===== src/rtl/rom_pkg.sv =====
// rom_pkg: shared definitions for the ROM arbiter slice.
//   state_t          - transaction FSM states (IDLE, ACCESS, RESP)
//   REQ_FETCH/LOAD   - requester ids (bit index into the 2-bit request vectors)
//   *_DEF            - default width/size parameters
package rom_pkg;
  localparam int DATA_WIDTH_DEF = 16;
  localparam int ADDR_WIDTH_DEF = 8;
  localparam int WORDS_DEF      = 5;

  localparam logic REQ_FETCH = 1'b0;
  localparam logic REQ_LOAD  = 1'b1;

  typedef enum logic [1:0] {
    IDLE   = 2'd0,
    ACCESS = 2'd1,
    RESP   = 2'd2
  } state_t;
endpackage


===== src/rtl/rom_arbiter_if.sv =====
// rom_arbiter_if: request/response bus between the two requesters and the arbiter.
//   req_valid_i/req_addr_i/req_ready_o - per-requester request handshake (bit 0 fetch, bit 1 load)
//   rsp_valid_o/rsp_ready_i            - per-requester response handshake
//   rsp_data_o/rsp_err_o               - shared response word and out-of-range flag
// slave modport: the arbiter; master modport: the requester side.
interface rom_arbiter_if
  import rom_pkg::*;
#(
  parameter int ADDR_WIDTH = ADDR_WIDTH_DEF,
  parameter int DATA_WIDTH = DATA_WIDTH_DEF
);
  logic [1:0]                 req_valid_i;
  logic [1:0][ADDR_WIDTH-1:0] req_addr_i;
  logic [1:0]                 req_ready_o;
  logic [1:0]                 rsp_valid_o;
  logic [DATA_WIDTH-1:0]      rsp_data_o;
  logic                       rsp_err_o;
  logic [1:0]                 rsp_ready_i;

  modport slave (
    input  req_valid_i, req_addr_i, rsp_ready_i,
    output req_ready_o, rsp_valid_o, rsp_data_o, rsp_err_o
  );

  modport master (
    output req_valid_i, req_addr_i, rsp_ready_i,
    input  req_ready_o, rsp_valid_o, rsp_data_o, rsp_err_o
  );
endinterface


===== src/rtl/rom_rr_arbiter.sv =====
// rom_rr_arbiter: 2-way grant decision.
//   clk_i, rst_i - clock, async active-high reset
//   req          - requests eligible this cycle (already masked to IDLE by the caller)
//   accept       - a grant is being taken this cycle; updates the last-grant record
//   gnt          - one-hot grant
// Macro ROM_ARB_FIXED_PRIO_EN: requester 0 always wins ties (no last-grant state).
// Default: round-robin, the requester not granted last wins a tie.
module rom_rr_arbiter
  import rom_pkg::*;
(
  input  logic       clk_i,
  input  logic       rst_i,
  input  logic [1:0] req,
  input  logic       accept,
  output logic [1:0] gnt
);
`ifdef ROM_ARB_FIXED_PRIO_EN
  always_comb begin
    gnt = 2'b00;
    if (req[0])      gnt = 2'b01;
    else if (req[1]) gnt = 2'b10;
  end
`else
  // Reset to LOAD so FETCH takes the first tie.
  logic last;

  always_ff @(posedge clk_i or posedge rst_i) begin
    if (rst_i)       last <= REQ_LOAD;
    else if (accept) last <= gnt[1];
  end

  always_comb begin
    gnt = 2'b00;
    case (req)
      2'b01:   gnt = 2'b01;
      2'b10:   gnt = 2'b10;
      2'b11:   gnt = (last == REQ_LOAD) ? 2'b01 : 2'b10;
      default: gnt = 2'b00;
    endcase
  end
`endif
endmodule


===== src/rtl/rom_arbiter.sv =====
// rom_arbiter: shares one combinational ROM between a fetch (0) and a load (1) requester.
//   clk_i, rst_i - clock, async active-high reset
//   bus          - rom_arbiter_if.slave request/response handshakes
//   rom_addr_o   - ROM address, holds the last accepted address
//   rom_data_i   - combinational ROM read data
//   busy_o       - high whenever a transaction is in flight
// One transaction at a time: IDLE (accept) -> ACCESS (capture ROM) -> RESP (wait ready).
// Response valid two cycles after acceptance; addresses >= WORDS return data 0, err 1.
// Macro ROM_ARB_FIXED_PRIO_EN (in rom_rr_arbiter) selects fixed priority instead of round-robin.
module rom_arbiter
  import rom_pkg::*;
#(
  parameter int DATA_WIDTH = DATA_WIDTH_DEF,
  parameter int ADDR_WIDTH = ADDR_WIDTH_DEF,
  parameter int WORDS      = WORDS_DEF
)(
  input  logic                  clk_i,
  input  logic                  rst_i,
  rom_arbiter_if.slave          bus,
  output logic [ADDR_WIDTH-1:0] rom_addr_o,
  input  logic [DATA_WIDTH-1:0] rom_data_i,
  output logic                  busy_o
);
  state_t                state, state_nx;
  logic                  id;
  logic [DATA_WIDTH-1:0] data_q;
  logic                  err_q;
  logic [1:0]            arb_req, gnt;
  logic                  accept;
  logic                  oor;

  // Requests are only visible to the arbiter in IDLE and outside reset,
  // so req_ready_o stays low in every other case.
  assign arb_req = (state == IDLE && !rst_i) ? bus.req_valid_i : 2'b00;
  assign accept  = |gnt;

  rom_rr_arbiter u_arb (
    .clk_i  (clk_i),
    .rst_i  (rst_i),
    .req    (arb_req),
    .accept (accept),
    .gnt    (gnt)
  );

  assign oor = ({{(32-ADDR_WIDTH){1'b0}}, rom_addr_o} >= 32'(WORDS));

  always_ff @(posedge clk_i or posedge rst_i) begin
    if (rst_i) begin
      state      <= IDLE;
      id         <= REQ_FETCH;
      rom_addr_o <= '0;
      data_q     <= '0;
      err_q      <= 1'b0;
    end else begin
      state <= state_nx;
      if (accept) begin
        id         <= gnt[1];
        rom_addr_o <= bus.req_addr_i[gnt[1]];
      end
      // Data is captured once; it stays stable for the whole RESP wait.
      if (state == ACCESS) begin
        err_q  <= oor;
        data_q <= oor ? '0 : rom_data_i;
      end
    end
  end

  always_comb begin
    state_nx = state;
    case (state)
      IDLE:    if (accept) state_nx = ACCESS;
      ACCESS:  state_nx = RESP;
      RESP:    if (bus.rsp_ready_i[id]) state_nx = IDLE;
      default: state_nx = IDLE;
    endcase
  end

  assign bus.req_ready_o = gnt;
  assign bus.rsp_valid_o = (state == RESP) ? (id ? 2'b10 : 2'b01) : 2'b00;
  assign bus.rsp_data_o  = data_q;
  assign bus.rsp_err_o   = err_q;
  assign busy_o          = (state != IDLE);
endmodule


===== src/flat_wrapper.sv =====
// flat-port wrapper written by rule: the top's interface ports become plain ports
module rom_arbiter_flat import rom_pkg::*;
#(
  parameter int DATA_WIDTH = DATA_WIDTH_DEF,
  parameter int ADDR_WIDTH = ADDR_WIDTH_DEF,
  parameter int WORDS      = WORDS_DEF
)
  (clk_i, rst_i, rom_addr_o, rom_data_i, busy_o, bus_req_valid_i, bus_req_addr_i, bus_rsp_ready_i, bus_req_ready_o, bus_rsp_valid_o, bus_rsp_data_o, bus_rsp_err_o);
  rom_arbiter_if #(.ADDR_WIDTH(ADDR_WIDTH), .DATA_WIDTH(DATA_WIDTH)) bus_i ();
  input  logic clk_i;
  input  logic rst_i;
  output logic [ADDR_WIDTH-1:0] rom_addr_o;
  input  logic [DATA_WIDTH-1:0] rom_data_i;
  output logic busy_o;
  input wire logic [$bits(bus_i.req_valid_i)-1:0] bus_req_valid_i;
  input wire logic [$bits(bus_i.req_addr_i)-1:0] bus_req_addr_i;
  input wire logic [$bits(bus_i.rsp_ready_i)-1:0] bus_rsp_ready_i;
  output wire logic [$bits(bus_i.req_ready_o)-1:0] bus_req_ready_o;
  output wire logic [$bits(bus_i.rsp_valid_o)-1:0] bus_rsp_valid_o;
  output wire logic [$bits(bus_i.rsp_data_o)-1:0] bus_rsp_data_o;
  output wire logic [$bits(bus_i.rsp_err_o)-1:0] bus_rsp_err_o;
  assign bus_i.req_valid_i = bus_req_valid_i;
  assign bus_i.req_addr_i = bus_req_addr_i;
  assign bus_i.rsp_ready_i = bus_rsp_ready_i;
  assign bus_req_ready_o = bus_i.req_ready_o;
  assign bus_rsp_valid_o = bus_i.rsp_valid_o;
  assign bus_rsp_data_o = bus_i.rsp_data_o;
  assign bus_rsp_err_o = bus_i.rsp_err_o;
  rom_arbiter #(.DATA_WIDTH(DATA_WIDTH), .ADDR_WIDTH(ADDR_WIDTH), .WORDS(WORDS)) u_core (.clk_i(clk_i), .rst_i(rst_i), .bus(bus_i), .rom_addr_o(rom_addr_o), .rom_data_i(rom_data_i), .busy_o(busy_o));
endmodule

===== config.mk =====
export PLATFORM = sky130hd
export DESIGN_NAME = rom_arbiter_flat
export DESIGN_NICKNAME = d
export VERILOG_FILES = /design/src/rtl/rom_pkg.sv /design/src/rtl/rom_arbiter_if.sv /design/src/rtl/rom_rr_arbiter.sv /design/src/rtl/rom_arbiter.sv /design/src/flat_wrapper.sv
export SDC_FILE = /design/constraint.sdc
export NUM_CORES = 1
export LEC_CHECK = 0
export ABC_AREA = 1
export CORE_ASPECT_RATIO = 1.25
export CORE_MARGIN = 2
export CORE_UTILIZATION = 65
export CTS_CLUSTER_DIAMETER = 200
export DETAILED_ROUTE_END_ITERATION = 10
export DONT_BUFFER_PORTS = 1
export PLACE_DENSITY = 0.88
export RECOVER_POWER = 100
export SYNTH_ARGS = -nofsm -noshare
export SYNTH_HDL_FRONTEND = slang
export SYNTH_HIERARCHICAL = 1
export SYNTH_SLANG_ARGS = --single-unit

===== constraint.sdc =====
create_clock -name clk_i -period 4.01 [get_ports clk_i]
set_input_delay 0.6015 -clock clk_i [delete_from_list [all_inputs] [get_ports clk_i]]
set_output_delay 0.6015 -clock clk_i [all_outputs]
set_load 0.02 [all_outputs]

# After elaboration in Yosys (flattened, before gate mapping)
# Index checks and enable logic that the tools add are counted.
# classes
shifts	0
n_reduce_logical	6
bitwise	0
div	0
mul	0
muxes	13
eq_ne	7
order_cmp	3
add_sub_neg	0
# ops
operator	n
$mux 16	1
$mux 8	2
$mux 2	6
$pmux 2 s3	2
$ge 8x3->1 const B	1
$eq 2x2->1 const B	3
$eq 2x1->1 const B	2
$lt 1x2->1 const B	2
$ne 2x1->1 const B	2
$logic_not 2->1	1
$mux 1	2
$reduce_and 2->1	1
$reduce_bool 2->1	1
$reduce_or 2->1	1
$logic_and 1x1->1	1
$logic_not 1->1	1
# word_totals
in_bits	38
latchBits	0
ram_bits	0
ff_bits	29
out_inout_bits	30
mem_count	0
romBits	0

# Logic depth before layout (Yosys ltp)
# Gate-level depths: netlist (run 1).
# logic_depth
ltp_word	8
mapped_depth	10

# Hierarchy
# The synthesis (run 1) kept the hierarchy.
# by_module_without_submodules
mod	seq_area_each_um2	n_inst	cells_per_inst	area_per_inst_um2
rom_arbiter	700.7	1	149	1273.7
rom_rr_arbiter	26.3	1	10	67.6

# Worst setup path before layout (run 1)
# Ideal clock, no wire load.
# synth_path
kind	input to output
startpoint	in rst_i
endpoint	out bus_req_ready_o[0]
path_slack_ns	1.400
t_required_ns	3.408
path_buffers	0
arrival_ns	2.009
path_stages	4
cell_sequence	inv_1 > nand2_1 > nor2_1 > a21boi_1
# synth_via
elab_chain_cells	5
# synth_rtl
item	line_no	rtl
start: declaration	flat_wrapper.sv:11	input logic rst_i;
$logic_not 1->1 *	rom_arbiter.sv:34	assign arb_req = (state == IDLE && !rst_i) ? bus.req_valid_i : 2'b00;
$logic_and 1x1->1 *	rom_arbiter.sv:34	
$mux 2 *	rom_arbiter.sv:34	
net u_core.arb_req[0]	rom_arbiter.sv:28	logic [1:0] arb_req, gnt;
$eq 2x2->1 / $eq 2x1->1 (equally long branches)	rom_rr_arbiter.sv:34	case (req)
$pmux 2 s3 *	rom_rr_arbiter.sv:34	
end: declaration	flat_wrapper.sv:18	output wire logic [$bits(bus_i.req_ready_o)-1:0] bus_req_ready_o;
# Mark *: on every way through the listed nets, which the timed path passes. The rest lies on a longest branch.

# Final worst setup path (run 1)
# Same ends and word-level chain as after synthesis.

==> results of run 1 <==
## critical path: cells and delay by family
kind,cells,cell delay [ns]
compound gates,1,0.79
buf+inv,2,0.35
simple gates,2,0.27
## logic make-up after synthesis
group | count (synthesis) | synth area share [%]
compound gates | 4 | 2.33
buf+inv | 20 | 7.09
flops | 29 | 54.2
simple gates | 106 | 36.4
## area by class of cell
cell class	instances	area (sq um)	share of cell area, %
Sequential cell	29	727	52.6
Multi-Input combinational cell	110	510	37.0
Inverter	16	60.1	4.35
Clock buffer	6	41.3	2.99
Tap cell	20	25.0	1.81
Clock inverter	2	10.0	0.725
Timing Repair Buffer	1	7.51	0.543
## layout by cell type (no fill, tap or decap), drive strengths merged
cell type and instances:
a21boi 1, and2 1, and3 1, buf 1, clkbuf 6, clkinv 3
dfrtp 28, dfstp 1, inv 15, nand2 66, nand3 25, nor2 12
o211ai 1, o21ai 1, o21bai 1, or2 1
## metal layers
metal  track usage, %  part of all wire, %  vias to the layer above
met5                0                    0                        -
met4             15.2                  1.8                        0
met1             23.6                   38                      457
li1                 -                    -                      498
met3             6.93                  9.6                        5
met2             37.9                   50                       52
## stage by stage
stage          power, mW  cells
2_1_floorplan      0.949    159
3_3_place_gp       0.993    176
3_5_place_dp        1.01    176
4_1_cts             1.18    184
5_1_grt             1.24    184
6_report            1.16    184
## power by group
| group | switching [mW] | internal (mW) | leakage (nW) |
|---|---|---|---|
| combinational | 0.223 | 0.0980 | 0.363 |
| sequential | 0.248 | 0.427 | 0.375 |
| clock | 0.0971 | 0.0666 | 0.0320 |
## flip-flops by register name, summed over array words and instances, names as in the netlist
name and count:
u_core/rom_addr_o 8, u_core/bus.rsp_err_o 1, u_core/state 2, u_core/id 1
u_core/bus.rsp_data_o 16, u_core/u_arb/last 1
## how the worst max path moves through the flow
stage / startpoint / to / depth (start not counted) / slack (ns)
6_report: rst_i / bus_req_ready_o[0] / 5 / 1.40
5_1_grt: rst_i / u_core/rom_addr_o[0]$_DFFE_PP0P_ / 9 / 1.23
4_1_cts: rst_i / bus_req_ready_o[0] / 5 / 1.56
3_5_place_dp: rst_i / u_core/rom_addr_o[4]$_DFFE_PP0P_ / 9 / 1.50
3_3_place_gp: rst_i / u_core/rom_addr_o[4]$_DFFE_PP0P_ / 9 / 1.61
2_1_floorplan: rst_i / bus_req_ready_o[0] / 4 / 1.40
==> summary.md, run 1 <==
| Metric | Value |
|---|---|
| Status | finished, violations left |
| Failing checks | max-capacitance violations, max-slew violations |
| Top post-synthesis cells by area | dfrtp_1, nand2_1, nand3_1, inv_1, dfstp_2 |
| Post-Route Setup TNS | 0 ns |
| Final Core Density | 70.5% |
| Cell Chain, Critical Path | inv_1, buf_4, nand2_1, nor2_1, a21boi_0 |
| GRT Residual Overflow | 0 |
| Final Skew | approximately 0.012 ns |
| Hold bufs inserted after CTS | 0 |
| First-pass GRT wire length | ~3800 um |
| Number of global-route vias before repair | 943 |
| WS Path Type | primary input to output port |
| R2R Path End | u_core/state[0]$_DFFE_PP0P_ |
| Top cells by count, synth | nand2_1, dfrtp_1, nand3_1 |
| FF-to-FF Start | u_core/state[1]$_DFFE_PP0P_ |
| Final min period | roughly 2.6 ns |
| Slowest library cell on the worst path | a21boi_0 |
| Final setup viols | 0 |
| DR iter-0 viols | 13 |
| Peak supply drop | between 0.4 and 0.5 mV |
| Final slew viol count | 18 |
| Post-DP HPWL | 1890 um |
| Vias after detailed routing | around 1,000 |
| Crit path required time | ~3.4 ns |
| Synth warn | 6 |
| Unrepaired setup endpoints after global routing | no |
| TritonRoute pass-1 iters | 4 |
| Hold_ws | between 0.1 and 0.15 ns |
| Pin count of the biggest net entering global routing | 30 |
| Slew @ Worst Pin | 1.72 ns |
| Die Wd | 44.6 um |
| Setup crit end kind | output port |
| Headroom to the max-slew limit | -16.2% |
| Total CTS buffers | 5 |
| Reg2reg setup slack | 1.54 ns |
| Clock sinks | 29 |
| EDFF count, synth | 0 |
| Clock Latency Late Sink | around 0.33 ns |
| Global Route Usage Sum | ~22% |
| Most frequent cell after synthesis | nand2_1 |
| Full die area | 2450 sq um |
| Synth top area share | about 52% |
| CTS tree | done |
| H-tree lvl count | 2 |
| #FFs+latches synth | 29 |
| Final worst slack | between 1 and 1.5 ns |
| Syn Nets | approximately 200 |
| Synth Cell Area | approximately 1300 sq um |
| Critical path launch point type | primary input |
| Max-cap violations | 1 |
| Layout cell share with drive strength beyond 1 | 10.4% |
| Final Cell Area | approximately 1400 sq um |
| Port Buf Inserts | 0 |
| Core Rows | 18 |
| Fill cell count | 174 |
| Vias per cell | about 5.5 |
| Gpl congestion | approximately 0.80 |
| Routed wire length | approximately 2600 um |
| Remaining routing DRC violations | 0 |
| Root buf cell | clkbuf_4 |
| Crit-path max cell delay | 0.79 ns |
| Asr flop ratio synth | 100% |
| Seq/Total Area, Yosys | a little over half |
| CORE AREA | 1960 sq um |
| Clock transition at path regs | about 0.090 ns |
| DP Worst Slack | about 1.5 ns |
| Placed inst area | approximately 1300 sq um |
| Max FO, Critical Path | 29 |
| Cell Pwr Density | roughly 840 nW/um^2 |
| Final period utilization | ~65% |
| Antenna Nets Post-Route | 0 |
| I/O pin count | approximately 70 |
| Initial Utilization | around two thirds |
| Count of cell types in the netlist | 23 |
| N_diodes | 0 |
| Syn Area/Cell | between 8 and 9 sq um |
| Hold/Removal Path Class | primary input to async pin |
| Post-CTS Resized | 0 |
| Synth-to-Final Area Change | 2.98% |
| Clock Tree Buf Depth | 2 |
| Syn Inst Count | roughly 160 |
| Hold Fails Final Rpt | 0 |
| Area leader, netlist | dfrtp_1 |
| Synth Flop Type | dfrtp_1 |
| Post-CTS setup buffer count | 0 |
| Avg WL per Cell | ~14 um |
| Initial antenna violation count | 0 |
| Final #Nets | roughly 200 |
| Fmax | around 380 MHz |
| Reg2reg path depth | 8 |
| Die span in y | between 50 and 60 um |
| Crit path DAT | between 2 and 2.5 ns |
| Pleak | 0.770 nW |
Power figures use the tool's default switching activity.
==> run 2: changes to the inputs <==
--- a/config.mk
+++ b/config.mk
@@ -5,14 +5,14 @@
 export SDC_FILE = /design/constraint.sdc
 export NUM_CORES = 1
 export LEC_CHECK = 0
-export ABC_AREA = 1
+export ABC_AREA = 0
 export CORE_ASPECT_RATIO = 1.25
 export CORE_MARGIN = 2
-export CORE_UTILIZATION = 65
+export CORE_UTILIZATION = 60
 export CTS_CLUSTER_DIAMETER = 200
 export DETAILED_ROUTE_END_ITERATION = 10
 export DONT_BUFFER_PORTS = 1
-export PLACE_DENSITY = 0.88
+export PLACE_DENSITY = 0.83
 export RECOVER_POWER = 100
 export SYNTH_ARGS = -nofsm -noshare
 export SYNTH_HDL_FRONTEND = slang
==> constraint.sdc (replaced) <==
create_clock -name clk_i -period 2.6 [get_ports clk_i]
set_input_delay 0.39 -clock clk_i [delete_from_list [all_inputs] [get_ports clk_i]]
set_output_delay 0.39 -clock clk_i [all_outputs]
set_load 0.02 [all_outputs]
==> run 2 against run 1 <==
  * The flow now finishes without violations
  * Design area fell by 3.3%
  * Worst setup slack lost 1.1 ns
  * Combinational power rose by 13%
  * Largest cell class unchanged
==> summary.md, run 2 <==
| Metric | Value |
|---|---|
| Syn Inst Count | between 100 and 150 |
| Buf/Inv on CP | 1 |
| Crit path DAT | between 1.5 and 2 ns |
| Pin count of the biggest net entering global routing | 29 |
| Largest family of logic cells by synthesized area | compound AO/OA/AOI/OAI gates |
| Crit path required time | ~2.2 ns |
| CORE AREA | 1960 sq um |
| Hold Fails Final Rpt | 0 |
| Number of global-route vias before repair | 818 |
| Status | finished clean |
| Clock transition at path regs | 0.09 ns |
| Area leader, netlist | dfrtp_1 |
| N_diodes | 0 |
| Peak supply drop | 0.895 mV |
| Most frequent cells in the layout | dfrtp_1, a22o_1, o21ai_0 |
| WS Path Type | register to output port |
| Final slew viol count | 0 |
| Avg WL per Cell | between 15 and 20 um |
| Clock Latency Late Sink | ~0.32 ns |
| Count of cell types in the netlist | 25 |
| Setup crit end kind | output port |
| Synth top area share | 56.6% |
| Commonest non-fill, non-tap cell in the layout | dfrtp_1 |
| Port Buf Inserts | 0 |
| TritonRoute pass-1 iters | 4 |
| Fill cell count | 160 |
| Synth Cell Area | 1240 sq um |
| Clock Tree Buf Depth | 2 |
| Die Wd | ~45 um |
| Area of the multi-input gates | ~430 sq um |
| GRT Residual Overflow | 0 |
| Post-DP HPWL | 1690 um |
| Layout cell share with drive strength beyond 1 | 13.9% |
| Gpl congestion | between 0.7 and 0.8 |
| Antenna Nets Post-Route | 0 |
| Placed inst area | between 1000 and 1500 sq um |
| Vias per cell | a little over 6 |
| Unrepaired setup endpoints after global routing | no |
| NetSw | roughly 650 uW |
| Comb power frac | 21.0% |
| Root buf cell | clkbuf_4 |
| First-pass GRT wire length | ~3300 um |
| Tot Pwr | roughly 1.7 mW |
| Routed wire length | 2320 um |
| Final Skew | ~0.0063 ns |
| Final #Nets | between 100 and 150 |
| Die span in y | between 50 and 60 um |
| Clock sinks | 29 |
| CTS tree | done |
| I/O pin count | a little under 70 |
| Post-Route Setup TNS | 0 ns |
| Max-cap violations | 0 |
| Met1 global-route usage | 18.1% |
| Synth warn | 6 |
| Cell Pwr Density | approximately 1300 nW/um^2 |
| M2 GR Usage | between 30% and 40% |
| CP delay by family, top | simple AND/OR/NAND/NOR gates |
| Crit-path max cell delay | 0.39 ns |
| Total CTS buffers | 5 |
| Switching Share | about 38% |
| Post-Synth Adder-Cell Area | 0% |
| EDFF count, synth | 0 |
| Pleak | approximately 0.63 nW |
| Hold/Removal Path Class | primary input to async pin |
| Synth Flop Type | dfrtp_1 |
| Compound-gate portion of the synthesized area | between 15 and 20% |
| XOR/XNOR Fraction of Synth Area | 0% |
| Syn Nets | 140 |
| Syn Area/Cell | between 10 and 15 sq um |
| Fmax | around 440 MHz |
| Asr flop ratio synth | 100% |
| Met3 Track Usage GR | 12.5% |
| Slowest library cell on the worst path | dfrtp_1 |
| Register area | 727 sq um |
| Internal power | 1.07 mW |
| Headroom to the max-slew limit | 33.5% |
| H-tree lvl count | 2 |
| Top post-synthesis cells by area | dfrtp_1, a22o_1, mux2i_1, o21ai_0, nand2_1 |
| Top cells by count, synth | dfrtp_1, a22o_1, o21ai_0 |
| Final period utilization | 88.3% |
| Remaining routing DRC violations | 0 |
| Critical path launch point type | register |
| Critical Path Start | u_core/state[0]$_DFFE_PP0P_ |
| Gr busiest metal | met2 |
| Vias after detailed routing | around 800 |
| #FFs+latches synth | 29 |
| DR iter-0 viols | 6 |
| Cell Chain, Critical Path | or2_0, nor2_1, and2_1, a21boi_0, buf_4 |
| Full die area | 2440 sq um |
| Global Route Usage Sum | between 20% and 30% |
| Post-CTS setup buffer count | 0 |
| Synth-to-Final Area Change | 7.99% |
| Final Cell Area | around 1300 sq um |
| Max FO, Critical Path | 3 |
| Final setup viols | 0 |
| Seq/Total Area, Yosys | about three fifths |
| Slew @ Worst Pin | about 1 ns |
| Seq pwr share | between 50% and 60% |
| Post-synthesis mux area share | under 10% |
| Post-synthesis simple-gate area fraction | 8.49% |
| Final min period | roughly 2.3 ns |
| Initial antenna violation count | 0 |
| Initial Utilization | between 60% and 70% |
| Most frequent cell after synthesis | dfrtp_1 |
| Core Rows | 18 |
| FF-to-FF Start | u_core/state[0]$_DFFE_PP0P_ |
| Largest register FFs | 16 |
| Clk pwr share | between 20 and 30% |
==> run 2: cell count changes after synthesis, sizes merged, moves of 9 or more <==
cell   previous run  this run
o21ai             1        10
nand2            66         8
a22o              0        16
nand3            25         0
inv              16         5
==> run 2: stage by stage <==
stage	hold WS [ns]	std cells	utilization, %	setup slack (ns)
final	0.189	128	68.2	0.305
after global routing	0.165	128	68.2	0.130
after CTS	0.175	128	68.7	0.338
after detailed placement	0.282	119	63.0	0.573
after global placement	0.284	119	63.0	0.657
after floorplan	0.280	102	-	0.150
==> run 2: worst paths after layout <==
path	endpoint	slack, ns	cells after the start
setup reg to reg	u_core/u_arb/last$_DFFE_PP1P_	0.32	7
setup / recovery	bus_req_ready_o[0]	0.30	5
max in group asynchronous	u_core/rom_addr_o[6]$_DFFE_PP0P_	1.81	1
min in group clk_i	u_core/rom_addr_o[2]$_DFFE_PP0P_	0.19	2
hold reg to reg	u_core/id$_DFFE_PP0P_	0.61	2
hold / removal	u_core/bus.rsp_data_o[8]$_DFFE_PP0N_	0.19	1
==> run 2: cells by family (layout without fill, tap and decap cells) <==
kind of cell | after synthesis | count (layout)
AO/OA/AOI/OAI | 30 | 30
flip-flops | 29 | 29
AND/OR/NAND/NOR | 21 | 21
buffers and inverters | 12 | 18
multiplexers | 10 | 10
==> run 2: power by group through the flow <==
stage | Clock, mW | Sequential (mW) | Combinational (mW)
2_1_floorplan | 0 | 0.891 | 0.326
3_3_place_gp | 0 | 0.920 | 0.360
3_5_place_dp | 0 | 0.929 | 0.380
4_1_cts | 0.460 | 0.921 | 0.382
5_1_grt | 0.485 | 0.949 | 0.406
6_report | 0.448 | 0.918 | 0.363
==> run 2: repair_timing <==
item / in CTS / in global routing
setup endpoints to repair: 0 / 0
hold endpoints to repair: 1 / 0
resized for setup: 0 / 0
hold buffers: 1 / 0
==> run 2: layout make-up <==
| cell class | instances | share of cell area [%] |
|---|---|---|
| sequential | 29 | 54.4 |
| multi-input combinational | 61 | 32.1 |
| clock inverter | 3 | 4.87 |
| clock buffer | 5 | 2.81 |
| timing repair buffer | 5 | 2.53 |
| tap | 20 | 1.87 |
| inverter | 5 | 1.40 |
==> run 2: worst reg2reg max path, cell delays in order (launching register included) <==
cell and delay (ns):
dfrtp_1 0.39, or2_0 0.38, nor2_1 0.17, and2_1 0.19, a21boi_0 0.26, clkbuf_2 0.32
or2_2 0.18, mux2_1 0.32
==> run 2: layer usage <==
| metal | wire [um] | up-vias |
|---|---|---|
| li1 | - | 363 |
| met1 | 800 | 375 |
| met2 | 1220 | 57 |
| met3 | 287 | 2 |
| met4 | 12 | 0 |
| met5 | 0 | - |
